$ cat src/rtl/arb_req_queue_pkg.sv
// Shared constants, types and helpers for the arbiter ingress queue.
//   N_DEF / DW_DEF / DEPTH_DEF : default requester count, data width, FIFO depth
//   src_t                      : source-ID type for the default requester count
//   lowest_set()               : priority one-hot-to-index, lowest set bit wins
package arb_pkg;

  localparam int unsigned N_DEF     = 4;
  localparam int unsigned DW_DEF    = 8;
  localparam int unsigned DEPTH_DEF = 4;

  // Widest request vector the index helper handles
  localparam int unsigned MAX_N = 32;
  localparam int unsigned IDX_W = $clog2(MAX_N);

  typedef logic [$clog2(N_DEF)-1:0] src_t;

  // Index of the lowest set bit; 0 when no bit is set
  function automatic logic [IDX_W-1:0] lowest_set(input logic [MAX_N-1:0] v);
    lowest_set = '0;
    for (int i = MAX_N - 1; i >= 0; i--) begin
      if (v[i]) lowest_set = IDX_W'(i);
    end
  endfunction

endpackage

$ cat src/rtl/arb_req_queue_if.sv
// Client/arbiter/downstream bundle for arb_req_queue.
//   in_valid/in_data/in_ready : per-client push handshake, client i at [i*DW +: DW]
//   req/grant                 : level request to, one-hot grant from, the arbiter
//   out_valid/out_data/out_src/out_ready : single output stage with source ID
//   grant_err                 : sticky multi-hot grant flag
// slave modport is the queue side, master is the environment side.
interface arb_req_queue_if #(
  parameter int unsigned N  = 4,
  parameter int unsigned DW = 8
);
  localparam int unsigned SW = (N > 1) ? $clog2(N) : 1;

  logic [N-1:0]    in_valid;
  logic [N*DW-1:0] in_data;
  logic [N-1:0]    in_ready;
  logic [N-1:0]    req;
  logic [N-1:0]    grant;
  logic            out_valid;
  logic [DW-1:0]   out_data;
  logic [SW-1:0]   out_src;
  logic            out_ready;
  logic            grant_err;

  modport slave (
    input  in_valid, in_data, grant, out_ready,
    output in_ready, req, out_valid, out_data, out_src, grant_err
  );

  modport master (
    output in_valid, in_data, grant, out_ready,
    input  in_ready, req, out_valid, out_data, out_src, grant_err
  );
endinterface

$ cat src/rtl/arb_req_queue_fifo.sv
// Show-ahead synchronous FIFO, one per requester.
//   clk, rst_n : clock, async active-low reset
//   push/wdata : write strobe and data (ignored when full)
//   pop        : read strobe (caller only pops when non-empty)
//   rdata      : head-of-queue word, combinational from the read pointer
//   count/full/empty : occupancy status
module sync_fifo #(
  parameter int unsigned DW    = 8,
  parameter int unsigned DEPTH = 4
) (
  input  logic                   clk,
  input  logic                   rst_n,
  input  logic                   push,
  input  logic [DW-1:0]          wdata,
  input  logic                   pop,
  output logic [DW-1:0]          rdata,
  output logic [$clog2(DEPTH):0] count,
  output logic                   full,
  output logic                   empty
);
  localparam int unsigned AW = $clog2(DEPTH);
  localparam int unsigned CW = AW + 1;

  logic [DW-1:0] mem [DEPTH];
  logic [AW-1:0] wptr;
  logic [AW-1:0] rptr;
  logic [CW-1:0] cnt;
  logic          do_push;
  logic          do_pop;

  assign full    = (cnt == CW'(DEPTH));
  assign empty   = (cnt == '0);
  assign do_push = push & ~full;
  assign do_pop  = pop & ~empty;
  assign rdata   = mem[rptr];
  assign count   = cnt;

  // Pointers wrap naturally since DEPTH is a power of two
  always_ff @(posedge clk or negedge rst_n) begin
    if (!rst_n) begin
      wptr <= '0;
      rptr <= '0;
      cnt  <= '0;
    end else begin
      if (do_push) wptr <= wptr + AW'(1);
      if (do_pop)  rptr <= rptr + AW'(1);
      cnt <= cnt + CW'(do_push) - CW'(do_pop);
    end
  end

  // Storage needs no reset; occupancy is tracked by cnt
  always_ff @(posedge clk) begin
    if (do_push) mem[wptr] <= wdata;
  end

endmodule

$ cat src/rtl/arb_req_queue.sv
// Per-requester ingress queues feeding a round-robin arbiter.
//   clk, rst_n : clock, async active-low reset
//   bus        : arb_req_queue_if.slave -- client pushes, req/grant to the
//                arbiter, registered output stage with source ID, grant_err
// A non-empty FIFO raises req; the granted FIFO (lowest index if multi-hot)
// pops into the output register when that stage can take a word.
module arb_req_queue
  import arb_pkg::*;
#(
  parameter int unsigned N     = N_DEF,
  parameter int unsigned DW    = DW_DEF,
  parameter int unsigned DEPTH = DEPTH_DEF
) (
  input  logic            clk,
  input  logic            rst_n,
  arb_req_queue_if.slave  bus
);
  localparam int unsigned SW = (N > 1) ? $clog2(N) : 1;
  localparam int unsigned CW = $clog2(DEPTH) + 1;

  logic [DW-1:0] rdata [N];
  logic [CW-1:0] cnt   [N];
  logic [N-1:0]  full;
  logic [N-1:0]  empty;
  logic [N-1:0]  pop;
  logic [N-1:0]  req_w;
  logic [N-1:0]  sel;
  logic [SW-1:0] pop_idx;
  logic          stage_free;
  logic          pop_en;
  logic          multi_hot;

  logic          out_valid_q, out_valid_d;
  logic [DW-1:0] out_data_q,  out_data_d;
  logic [SW-1:0] out_src_q,   out_src_d;
  logic          err_q,       err_d;

  // Per-client queues
  for (genvar i = 0; i < N; i++) begin : g_fifo
    sync_fifo #(.DW(DW), .DEPTH(DEPTH)) u_fifo (
      .clk   (clk),
      .rst_n (rst_n),
      .push  (bus.in_valid[i]),
      .wdata (bus.in_data[i*DW +: DW]),
      .pop   (pop[i]),
      .rdata (rdata[i]),
      .count (cnt[i]),
      .full  (full[i]),
      .empty (empty[i])
    );

    // req depends only on stored occupancy, never on grant or in_valid
    assign req_w[i] = (cnt[i] != '0);
    assign pop[i]   = pop_en & (pop_idx == SW'(i)) & ~empty[i];
  end

  assign bus.in_ready = ~full;
  assign bus.req      = req_w;

  // Stale grants (to empty FIFOs) drop out here
  assign sel        = bus.grant & req_w;
  assign stage_free = ~out_valid_q | bus.out_ready;
  assign pop_en     = (sel != '0) & stage_free;
  assign pop_idx    = SW'(lowest_set(MAX_N'(sel)));
  assign multi_hot  = ((bus.grant & (bus.grant - N'(1))) != '0);

  // Output stage next-state
  always_comb begin
    out_valid_d = out_valid_q;
    out_data_d  = out_data_q;
    out_src_d   = out_src_q;
    err_d       = err_q | multi_hot;
    if (pop_en) begin
      out_valid_d = 1'b1;
      out_data_d  = rdata[pop_idx];
      out_src_d   = pop_idx;
    end else if (bus.out_ready) begin
      out_valid_d = 1'b0;
    end
  end

  always_ff @(posedge clk or negedge rst_n) begin
    if (!rst_n) begin
      out_valid_q <= 1'b0;
      out_data_q  <= '0;
      out_src_q   <= '0;
      err_q       <= 1'b0;
    end else begin
      out_valid_q <= out_valid_d;
      out_data_q  <= out_data_d;
      out_src_q   <= out_src_d;
      err_q       <= err_d;
    end
  end

  assign bus.out_valid = out_valid_q;
  assign bus.out_data  = out_data_q;
  assign bus.out_src   = out_src_q;
  assign bus.grant_err = err_q;

endmodule

$ cat src/flat_wrapper.sv
// flat-port wrapper written by rule: the top's interface ports become plain ports
module arb_req_queue_flat import arb_pkg::*;
#(
  parameter int unsigned N     = N_DEF,
  parameter int unsigned DW    = DW_DEF,
  parameter int unsigned DEPTH = DEPTH_DEF
)
  (clk, rst_n, bus_in_valid, bus_in_data, bus_grant, bus_out_ready, bus_in_ready, bus_req, bus_out_valid, bus_out_data, bus_out_src, bus_grant_err);
  arb_req_queue_if #(.N(N), .DW(DW)) bus_i ();
  input  logic clk;
  input  logic rst_n;
  input wire logic [$bits(bus_i.in_valid)-1:0] bus_in_valid;
  input wire logic [$bits(bus_i.in_data)-1:0] bus_in_data;
  input wire logic [$bits(bus_i.grant)-1:0] bus_grant;
  input wire logic [$bits(bus_i.out_ready)-1:0] bus_out_ready;
  output wire logic [$bits(bus_i.in_ready)-1:0] bus_in_ready;
  output wire logic [$bits(bus_i.req)-1:0] bus_req;
  output wire logic [$bits(bus_i.out_valid)-1:0] bus_out_valid;
  output wire logic [$bits(bus_i.out_data)-1:0] bus_out_data;
  output wire logic [$bits(bus_i.out_src)-1:0] bus_out_src;
  output wire logic [$bits(bus_i.grant_err)-1:0] bus_grant_err;
  assign bus_i.in_valid = bus_in_valid;
  assign bus_i.in_data = bus_in_data;
  assign bus_i.grant = bus_grant;
  assign bus_i.out_ready = bus_out_ready;
  assign bus_in_ready = bus_i.in_ready;
  assign bus_req = bus_i.req;
  assign bus_out_valid = bus_i.out_valid;
  assign bus_out_data = bus_i.out_data;
  assign bus_out_src = bus_i.out_src;
  assign bus_grant_err = bus_i.grant_err;
  arb_req_queue #(.N(N), .DW(DW), .DEPTH(DEPTH)) u_core (.clk(clk), .rst_n(rst_n), .bus(bus_i));
endmodule
$ cat config.mk
export PLATFORM = sky130hd
export DESIGN_NAME = arb_req_queue_flat
export DESIGN_NICKNAME = d
export VERILOG_FILES = /design/src/rtl/arb_req_queue_pkg.sv /design/src/rtl/arb_req_queue_if.sv /design/src/rtl/arb_req_queue_fifo.sv /design/src/rtl/arb_req_queue.sv /design/src/flat_wrapper.sv
export SDC_FILE = /design/constraint.sdc
export NUM_CORES = 1
export LEC_CHECK = 0
export BUFFER_PORTS_ARGS = -buffer_cell sky130_fd_sc_hd__buf_2
export CAP_MARGIN = 15
export CORE_MARGIN = 2
export CORE_UTILIZATION = 55
export CTS_BUF_LIST = sky130_fd_sc_hd__clkbuf_4 sky130_fd_sc_hd__clkbuf_8
export CTS_CLUSTER_DIAMETER = 80
export DETAILED_ROUTE_END_ITERATION = 6
export GPL_ROUTABILITY_DRIVEN = 0
export PLACE_DENSITY = 0.75
export SYNTH_ARGS = -nofsm -noshare
export SYNTH_HDL_FRONTEND = slang
export SYNTH_SLANG_ARGS = --single-unit
export TNS_END_PERCENT = 10
$ cat constraint.sdc
create_clock -name clk -period 2.2 [get_ports clk]
set_input_delay 0.22 -clock clk [delete_from_list [all_inputs] [get_ports clk]]
set_output_delay 0.22 -clock clk [all_outputs]
set_load 0.02 [all_outputs]
==> reports/metrics.csv <==
metric;value;unit
number of buffers and inverters on the critical path;2;
Crit path max-delay family;adder cells;
core area;12520;um^2
drt via density;5.375;
Die X;117.0;um
Syn Nets;471;
syn_area_per_cell;17.55;um^2
Period minus WS final;2195;ps
max-slew violations;0;
CP Cell Sequence;o31ai_4, nand2_4, nor2_4, ha_4, inv_4, ha_4, inv_2, fa_2, xnor2_2, xnor2_1;
CP dominant cell by count;ha_4;
P&R area growth vs syn;23.19;%
H-tree depth;4;
Clock transition at path regs;90;ps
Syn. warnings;0;
IO Port Bufs;62;
Cell Pwr Density;1280;nW/um^2
Reg area;4847;um^2
CP max FO;4;
share of post-route cells with drive strength above 1;0.3527;
CTS tree;yes;
peak per-stage delay on the critical path;440;ps
Design Area, Final;8647;um^2
worst skew pair latency;460;ps
Total GRT Usage;0.2157;
nets@finish;608;
Leak Pwr;3.287;nW
crit path launch type;register;
vias in the first global route;3968;
first-pass GRT wire length;20890;um
root buffer cell;clkbuf_8;
CTS buffer count;17;
drt first pass iters;5;
Arr. time, crit path;2580;ps
Worst Setup End Kind;register;
Crit-path slowest cell;dfrtp_2;
Layout Cells excl Fill;722;
placed cell area;7749;um^2
final routed DRC violation total;0;
antenna fix cells;0;
Total Wirelength;13550;um
grt total ovfl;0;
peak supply drop;0.7057;mV
pin count of the biggest net entering global routing;41;
Cells after DPL;655;
Final setup violation count;0;
Die Y;117.0;um
total clock sinks;168;
Die ar.;13680;um^2
Cell variety after synth;38;
I/O Pins;63;
Critical Path RT;2580;ps
status;completed;
RSZ-0062 raised after global routing;true;
cell area after synthesis;7019;um^2
synthesized flop and latch total;168;
vias;3881;
Antenna Violating Nets Remaining;0;
Starting Density;0.5608;
f_max;455.6;MHz
final worst path period share;0.9977;
Mapped Cells;400;
DR WL/cell;18.77;um
DRC marker count from the first detailed-route iteration;257;
Hold WC Path Type;primary input to register;
Fill cells;848;
multi-input logic area;2151;um^2
register area share after synthesis;0.6902;
Max-cap violations;0;
Slew Limit Headroom;0.6427;
Hold Fails Final Rpt;0;
DP HPWL;9274;um
Core Rows;41;
clock tree buffer depth;2;
Worst-Margin Slew;535.9;ps
initial antenna violation count;0;
Crit Path Category;register to register;
clk_skew;8.634;ps
[cells in the final DEF (no fill, tap or decap), drive strengths merged, types with 2 or more instances in the layout]
master and n:
nand2 23, a22oi 8, bufinv 4, o21ai 7, and3 16, or3 5, nor2 20, ha 24
mux4 32, nor3 2, dlygate4sd3 33, dfrtp 40, fa 4, o31ai 4, clkinv 3, buf 95
xor2 6, xnor2 14, o31a 2, inv 27, o22a 8, a2bb2oi 8, a21oi 2, clkinvlp 5
edfxtp 128, and2 5, clkbuf 18
[stage by stage]
stage	utilization	TNS (ps)	hold slack (ps)	worst slack (ps)	total power, mW
4_1_cts	0.6813	-79.81	95.56	-35.91	10.92
3_5_place_dp	0.6191	-13.58	327.5	-8.844	8.495
5_1_grt	0.6908	-490.1	112.7	-108.3	11.68
3_3_place_gp	0.6191	0	311.2	28.75	8.302
6_report	0.6908	0	116.3	5.164	11.07
2_1_floorplan	-	-247.6	-75.59	-81.79	7.206
[routing by layer]
layer	vias to the layer above	global-route usage	routed length, um
li1	1805	-	-
met1	1949	0.2971	5803
met2	104	0.3399	6827
met3	23	0.04789	597
met4	0	0.08863	321
met5	-	0	0
[final timing paths]
kind	from	end	slack, ps	depth (start not counted)
worst max-delay path	u_core.g_fifo[0].u_fifo.count[0]	u_core.g_fifo[1].u_fifo.count[2]	5	10
worst min-delay path	bus_in_valid[2]	u_core.g_fifo[2].u_fifo.wptr[0]	120	3
worst min register to register	u_core.bus.grant_err	u_core.bus.grant_err	500	1
max in group asynchronous	rst_n	u_core.g_fifo[0].u_fifo.count[1]	1460	3
worst max register to register	u_core.g_fifo[0].u_fifo.count[0]	u_core.g_fifo[1].u_fifo.count[2]	5	10
min in group asynchronous	rst_n	u_core.g_fifo[1].u_fifo.wptr[1]	360	3
[cells by family (layout without fill, tap and decap cells)]
group,after synthesis,in the layout,synth area share
adders and majority gates,29,29,0.05562
AOI/OAI and AO/OA,42,42,0.05241
and+or+nand+nor,74,74,0.05455
xor gates and xnor gates,20,20,0.02496
muxes,32,32,0.1027
DFF,168,168,0.6902
buffers and inverters,35,185,0.01961
[cell usage after synthesis, drive strengths merged]
master	number	area, um^2
nor2	20	80.07
a21oi	2	13.76
o22ai	1	6.260
o31ai	4	71.32
xor2	6	52.55
nor3	2	21.27
o21bai	1	7.510
inv	25	93.84
fa	4	80.08
nand2b	1	6.260
buf	8	36.28
and2	5	31.28
nor2b	1	6.260
a2bb2oi	8	70.07
ha	24	300.3
mux4	32	720.7
xnor2	14	122.6
a22oi	8	60.06
dfrtp	40	1001
o31a	2	17.52
a41oi	1	16.27
clkbuf	2	7.510
and3	16	100.1
edfxtp	128	3844
maj3	1	10.01
o21ai	7	35.03
nand3	1	10.01
o22a	8	70.07
or3	5	31.28
nand2	23	96.35
[worst reg2reg max path, stage by stage, from the launching register on]
cell and delay (ps):
dfrtp_2 440, o31ai_4 300, nand2_4 120, nor2_4 160, ha_4 220, inv_4 50, ha_4 120, inv_2 30
fa_2 340, xnor2_2 150, xnor2_1 180
[flip-flops by register name, summed over array words and instances, names as in the netlist]
signal / cells
u_core.g_fifo.u_fifo.mem: 128
u_core.g_fifo.u_fifo.count: 12
u_core.bus.out_data: 8
u_core.g_fifo.u_fifo.rptr: 8
u_core.g_fifo.u_fifo.wptr: 8
u_core.bus.out_src: 2
u_core.bus.grant_err: 1
u_core.bus.out_valid: 1
[layout make-up]
cell class	count	area share
Timing Repair Buffer	128	0.1032
Multi-Input combinational cell	197	0.2487
Inverter	25	0.01114
Tap cell	172	0.02489
Sequential cell	168	0.5606
Clock inverter	14	0.02286
Clock buffer	18	0.02865
[power breakdown]
part | total (mW) | internal [mW] | leakage [nW] | switching, mW
combinational | 3.82 | 1.86 | 1.44 | 1.95
clock | 2.38 | 1.27 | 0.208 | 1.11
sequential | 4.86 | 4.31 | 1.63 | 0.552
[what timing repair did]
item | 4_1_cts | 5_1_grt
setup endpoints to repair | 3 | 6
buffers inserted | 0 | 2
resized for setup | 1 | 24
hold buffers | 33 | 0
hold endpoints to repair | 168 | 0
pin swaps | 2 | 11
(Power assumes the default switching activity.)
